### src/rtl/cdc_2phase_dst_buf_pkg.sv
// Shared helpers for the buffered 2-phase CDC destination.
// Pointer arithmetic for FIFOs whose depth need not be a power of two.
package cdc_2phase_dst_buf_pkg;

   function automatic int unsigned wrap_inc(input int unsigned p, input int unsigned depth);
      return (p + 1 >= depth) ? 0 : p + 1;
   endfunction

endpackage

### src/rtl/cdc_2phase_dst_buf_sync.sv
// Multi-stage level synchronizer with asynchronous active-high reset.
// Stages are flagged ASYNC_REG so they are kept, packed together and not optimised away.
module sync_2ff_arst_hi #(
   parameter int SYNC = 2
) (
   input  logic clk_i,
   input  logic rst_i,
   input  logic d_i,
   output logic q_o
);

   (* ASYNC_REG = "TRUE" *) logic [SYNC-1:0] r_sync;

   always_ff @(posedge clk_i or posedge rst_i) begin
      if (rst_i) begin
         r_sync <= '0;
      end else begin
         r_sync <= {r_sync[SYNC-2:0], d_i};
      end
   end

   assign q_o = r_sync[SYNC-1];

endmodule

### src/rtl/cdc_2phase_dst_buf.sv
// Buffered destination half of a 2-phase req/ack/data CDC handshake.
// Each request is captured into a DEPTH-entry FIFO and acknowledged at capture time.
module cdc_2phase_dst_buf
   import cdc_2phase_dst_buf_pkg::*;
#(
   parameter type T     = logic,
   parameter int  DEPTH = 4,
   parameter int  SYNC  = 2
) (
   input  logic                         clk_i,
   input  logic                         rst_i,
   input  logic                         async_req_i,
   output logic                         async_ack_o,
   input  T                             async_data_i,
   output T                             data_o,
   output logic                         valid_o,
   input  logic                         ready_i,
   output logic [$clog2(DEPTH+1)-1:0]   fill_o
);

   localparam int CW = $clog2(DEPTH + 1);

   logic          w_req_s;
   logic          w_pend;
   logic          w_full;
   logic          w_push;
   logic          w_pop;
   logic          r_ack;
   logic [CW-1:0] r_fill;
   logic [CW-1:0] r_wptr;
   logic [CW-1:0] r_rptr;
   T              r_mem [DEPTH];

   sync_2ff_arst_hi #(
      .SYNC (SYNC)
   ) u_req_sync (
      .clk_i (clk_i),
      .rst_i (rst_i),
      .d_i   (async_req_i),
      .q_o   (w_req_s)
   );

   // Full is judged on the registered count only, so ready_i never reaches the ack path.
   assign w_pend = w_req_s ^ r_ack;
   assign w_full = (r_fill == CW'(DEPTH));
   assign w_push = w_pend & ~w_full;
   assign w_pop  = valid_o & ready_i;

   always_ff @(posedge clk_i or posedge rst_i) begin
      if (rst_i) begin
         r_ack  <= 1'b0;
         r_wptr <= '0;
         r_rptr <= '0;
         r_fill <= '0;
      end else begin
         if (w_push) begin
            r_ack  <= ~r_ack;
            r_wptr <= CW'(wrap_inc(32'(r_wptr), $unsigned(DEPTH)));
         end
         if (w_pop) begin
            r_rptr <= CW'(wrap_inc(32'(r_rptr), $unsigned(DEPTH)));
         end
         case ({w_push, w_pop})
            2'b10:   r_fill <= r_fill + 1'b1;
            2'b01:   r_fill <= r_fill - 1'b1;
            default: r_fill <= r_fill;
         endcase
      end
   end

   always_ff @(posedge clk_i or posedge rst_i) begin
      if (rst_i) begin
         for (int i = 0; i < DEPTH; i++) begin
            r_mem[i] <= '0;
         end
      end else begin
         for (int i = 0; i < DEPTH; i++) begin
            if (w_push && (r_wptr == CW'(i))) begin
               r_mem[i] <= async_data_i;
            end
         end
      end
   end

   // Show-ahead read: the head entry is presented without an extra register stage.
   always_comb begin
      data_o = '0;
      for (int i = 0; i < DEPTH; i++) begin
         if (r_rptr == CW'(i)) begin
            data_o = r_mem[i];
         end
      end
   end

   assign valid_o     = (r_fill != '0);
   assign fill_o      = r_fill;
   assign async_ack_o = r_ack;

endmodule

### config.mk
export PLATFORM = sky130hd
export DESIGN_NAME = cdc_2phase_dst_buf
export DESIGN_NICKNAME = d
export VERILOG_FILES = /design/src/rtl/cdc_2phase_dst_buf_pkg.sv /design/src/rtl/cdc_2phase_dst_buf_sync.sv /design/src/rtl/cdc_2phase_dst_buf.sv
export SDC_FILE = /design/constraint.sdc
export NUM_CORES = 1
export LEC_CHECK = 0
export BUFFER_PORTS_ARGS = -buffer_cell sky130_fd_sc_hd__buf_2
export CAP_MARGIN = 40
export CORE_UTILIZATION = 38
export CTS_BUF_LIST = sky130_fd_sc_hd__clkbuf_4
export DETAILED_ROUTE_END_ITERATION = 8
export GPL_ROUTABILITY_DRIVEN = 0
export PLACE_DENSITY = 0.64
export SLEW_MARGIN = 20
export SYNTH_ARGS = -nofsm -noshare
export SYNTH_HDL_FRONTEND = slang
export SYNTH_HIERARCHICAL = 1
export SYNTH_SLANG_ARGS = --single-unit
### constraint.sdc
create_clock -name clk_i -period 1.9 [get_ports clk_i]
set_input_delay 0.38 -clock clk_i [delete_from_list [all_inputs] [get_ports clk_i]]
set_output_delay 0.38 -clock clk_i [all_outputs]
set_load 0.1 [all_outputs]
Yosys cells after proc, flatten, opt, wreduce, memory -nomap -nowiden
Cells that the tools add are included.

cells by class
  $add $sub $neg = 4
  order comparisons = 2
  equal/unequal tests = 9
  muxes and demuxes = 7
  bitwise gates (word level) = 5
  reduce and logical (&&, ||, !) cells = 8

operator list
  cell                   number
  $eq A3 B2 Y1 const B   4
  $add A3 B1 Y4 const B  2
  $ge A4 B3 Y1 const B   2
  $eq A3 B1 Y1 const B   2
  $logic_not A3 Y1       2
  $mux W3                2
  $pmux W3 S2            1
  $logic_and A1 B1 Y1    4
  $mux W1                4
  $add A3 B1 Y3 const B  1
  $eq A3 B3 Y1 const B   1
  $reduce_bool A3 Y1     1
  $sub A3 B1 Y3 const B  1
  $and A1 B1 Y1          2
  $eq A2 B1 Y1 const B   1
  $eq A2 B2 Y1 const B   1
  $not A1 Y1             2
  $reduce_bool A2 Y1     1
  $xor A1 B1 Y1          1

storage, ports and cells
  bits in registers = 16
  output and inout port bits = 6
  word-level logic and storage cells = 44

Longest topological paths before layout
  depth after elaboration = 5
  depth in mapped cells = 9

Modules after synthesis
Netlist, hierarchy kept.

modules (own cells, without submodules)
  module              instances  cells an instance  area an instance (µm²)
  cdc_2phase_dst_buf  1          74                 830.8
  sync_2ff_arst_hi    1          3                  53.8

Worst setup path before layout
No wires, ideal clock.

  path type = register to register
  from = register r_fill[2], in the netlist fill_o[2]
  to = register r_fill[2], in the netlist fill_o[2]
  library setup time = 0.163 ns
  arrival = 2.465 ns
  required time = 1.737 ns
  slack = -0.728 ns
  cell stages (with the launch flop) = 10
  path buffers = 0
  clock period less this slack = 2.628 ns
  cells stage by stage = dfrtp_1 > nor3b_4 > nor2_1 > inv_1 > ha_1 > inv_1 > fa_1 > xor2_1 > nor2_1 > xor2_1

between the ends
  word-level cells in the longest chain between the ends = 5
  elaborated cells between the ends (all ways) = 11
  those cells by class = add/sub: 2; eq/ne: 3; mux: 1; bitwise: 3; reduce/logical: 2

RTL lines
  element                                            RTL line                  source
  from (decl)                                        cdc_2phase_dst_buf.sv:29  logic [CW-1:0] r_fill;
  from (signal assigned)                             cdc_2phase_dst_buf.sv:64  2'b10: r_fill <= r_fill + 1'b1;
  from (signal assigned)                             cdc_2phase_dst_buf.sv:65  2'b01: r_fill <= r_fill - 1'b1;
  from (signal assigned)                             cdc_2phase_dst_buf.sv:66  default: r_fill <= r_fill;
  $eq A3 B3 Y1                                       cdc_2phase_dst_buf.sv:45  assign w_full = (r_fill == CW'(DEPTH));
  $not A1 Y1                                         cdc_2phase_dst_buf.sv:46  assign w_push = w_pend & ~w_full;
  $and A1 B1 Y1                                      cdc_2phase_dst_buf.sv:46
  $eq A2 B1 Y1 or $eq A2 B2 Y1 (tied branches)       cdc_2phase_dst_buf.sv:63  case ({w_push, w_pop})
  $pmux W3 S2 or $reduce_bool A2 Y1 (tied branches)  --

Parallel ways exist; a longest one is shown, timed or not.
A chain may end at the register's enable or synchronous reset.

Worst setup path after layout
  from = register r_fill[0], in the netlist fill_o[0]
  to = output port valid_o

between the ends
  word-level cells in the longest chain between the ends = 1

RTL lines
  element             RTL line                  source
  $reduce_bool A3 Y1  cdc_2phase_dst_buf.sv:95  assign valid_o = (r_fill != '0);
  to (decl)           cdc_2phase_dst_buf.sv:16  output logic valid_o,

No other way between the ends.

==> key figures <==
Outcome
  • Status: finished with violations
  • Failing checks: setup timing

STA
  • Tcrit/Tclk final: 103.5%
  • Final worst slack: -0.06597 ns
  • Worst rel slew slack: 63.15%
  • Final hold violation count: 0
  • RSZ-0062 raised after global routing: yes
  • Final Max Slew Viols: 0
  • Fmax: 508.7 MHz
  • Final setup violation count: 2
  • Tmin final: 1.966 ns
  • Least-Margin Pin Slew: 0.5522 ns
  • Clock skew: 0.004903 ns

Placed design
  • Placed inst area: 0.001044 sq mm
  • DP Cell Count: 119
  • Hpwl dp: 1086 um
  • # port buffers: 10

Die
  • Die Span Y: 50.25 um
  • Starting Density: 39.99%
  • Num rows: 17
  • Die Wd: 50.25 um
  • Die area: 0.002525 sq mm
  • Ports: 11
  • Core Area: 0.002212 sq mm

Yosys
  • Syn_nets: 94
  • FF+latch count, synth: 16
  • Mapped Area: 884.6 sq um
  • Mapped Cells: 77
  • Top cells by area, synth: dfrtp_1 45%, ha_1 16%, inv_1 5.1%, mux2_1 3.8%, mux2i_1 3.4%
  • Post-synthesis sequential area ratio: 45.26%
  • Synth Warn #: 6
  • Share of the synthesized area in the top cell type: 45.26%
  • Top cell type by total area after synthesis: dfrtp_1
  • Distinct cells, synth: 24
  • Mean Syn Cell Area: 11.49 sq um

Drt
  • Initial DRC count: 4
  • Post-route antenna net violation count: 0
  • Wire per inst: 11.40 um
  • DR pass1 iterations: 2
  • Vias per cell: 4.772
  • Via count: 606
  • Drt drc: 0
  • Drt total wl: 1448 um

Final layout
  • ANT cells: 0
  • Nets: 118
  • Final Instance Area: 0.001167 sq mm
  • Commonest non-fill, non-tap cell in the layout: dfrtp_1
  • Share of cells above drive strength 1: 46.46%
  • FILL cells: 206
  • Fin cells: 127
  • Most frequent cells in the layout: 11 x dfrtp_1, 9 x inv_1, 8 x buf_2, 8 x buf_4, 6 x ha_1
  • Area Growth Syn to Fin: 31.97%

Job
  • Max-cap violations: 0

Global routing
  • Initial antenna violation count: 0
  • Global-route wire length before repair: 2525 um
  • Largest net degree at the start of global routing: 15
  • Vias in the first global route: 607
  • Total track usage: 13.43%
  • Grt total ovfl: 0

Worst setup path
  • Endpoint class of the critical path: primary output
  • CP Max Fanout: 4
  • Setup CP Type: flip-flop to primary output
  • CP required: 1.52 ns
  • CP arrival: 1.59 ns
  • CP Launch Type: flip-flop

CTS
  • TritonCTS clock tree: done
  • Clk Latency, worst-skew pair: 0.27 ns
  • Clock buffer depth: 2
  • Total CTS buffers: 3
  • Clk sinks: 16
  • Clock-pin transition on the worst setup and hold timing paths: 0.09 ns
  • CTS Root Cell: clkbuf_4
  • Max H-tree Level: 1

Hold path
  • Worst min path class: primary input to flip-flop
-- critical path: stages, from the launching register on --
cell     delay (ns)
dfrtp_4        0.50
buf_4          0.16
or3_2          0.45
buf_6          0.20
-- final cells by class --
class / count / area [sq um] / share of cell area, %
clock buffer: 3 / 22.52 / 1.929
inverter: 12 / 45.04 / 3.859
multi-input combinational: 49 / 509.2 / 43.62
sequential: 16 / 414.1 / 35.48
tap: 28 / 35.03 / 3.001
timing repair buffer: 19 / 141.4 / 12.11
-- path summary, 6_finish.rpt --
kind / start / endpoint / slack, ns / cells after the start
max: fill_o[0] / valid_o / -0.07 / 3
min: async_req_i / u_req_sync/r_sync[0] / 0.20 / 1
max reg2reg: fill_o[0] / fill_o[2] / 0.02 / 9
min reg2reg: u_req_sync/r_sync[0] / u_req_sync/r_sync[1] / 0.35 / 0
max in group asynchronous: rst_i / fill_o[1] / 0.79 / 3
min in group asynchronous: rst_i / u_req_sync/r_sync[0] / 0.49 / 3
-- stage by stage --
step	setup TNS [ns]	util [%]	setup WS, ns	hold slack, ns
6_report	-0.06776	52.77	-0.06597	0.2015
3_5_place_dp	0	47.17	0.004631	0.2418
3_3_place_gp	0	47.17	0.06187	0.2399
2_1_floorplan	-0.3273	-	-0.2159	0.1212
4_1_cts	-0.01651	52.26	-0.01651	0.1955
5_1_grt	-0.3128	52.77	-0.1206	0.1861
-- cell families after synthesis --
| group | synth area share [%] |
|---|---|
| XOR/XNOR | 3.961 |
| buffers and inverters | 5.092 |
| AND/OR/NAND/NOR | 12.73 |
| multiplexers | 9.759 |
| adder cells (fa/ha/maj) | 17.82 |
| flip-flops | 45.26 |
| AO/OA/AOI/OAI | 5.374 |
-- Yosys cell counts --
cell      instances
mux2_1            3
nand2_1           4
nand4_1           1
mux2i_1           3
o31a_2            1
o21ai_0           3
nor4b_1           3
nor2b_1           1
a22o_1            1
nor2_1            4
mux2_2            2
nand3_1           1
dfrtp_1          16
inv_1            12
xnor2_1           2
ha_1             11
nor3b_4           1
a21oi_1           1
o311ai_0          1
nor3_1            1
xor2_1            2
fa_1              1
nor3b_1           1
or3_2             1
-- registers in the layout, summed over array words and instances (netlist names) --
| register | cells |
|---|---|
| r_mem | 4 |
| fill_o | 3 |
| u_req_sync/r_sync | 2 |
| r_wptr | 3 |
| r_rptr | 3 |
| async_ack_o | 1 |
-- what timing repair did --
| action | 4_1_cts | 5_1_grt |
|---|---|---|
| gates resized for setup | 16 | 1 |
| buffers inserted | 3 | 1 |
| pin swaps | 7 | 1 |
| hold buffers | 1 | 0 |
| endpoints found under the setup margin | 3 | 2 |
| endpoints found under the hold margin | 2 | 0 |
-- metal layers --
layer | part of all wire [%] | vias to the layer above | wire (um) | track usage (%)
li1 | - | 304 | - | -
met1 | 47 | 291 | 677 | 16.44
met2 | 49 | 9 | 713 | 22.67
met3 | 3.2 | 2 | 46 | 1.818
met4 | 0.69 | 0 | 10 | 7.143
met5 | 0 | - | 0 | 0
Power is not shown: default switching activity piles up to over one toggle a cycle in this logic, so the estimate is an artifact.
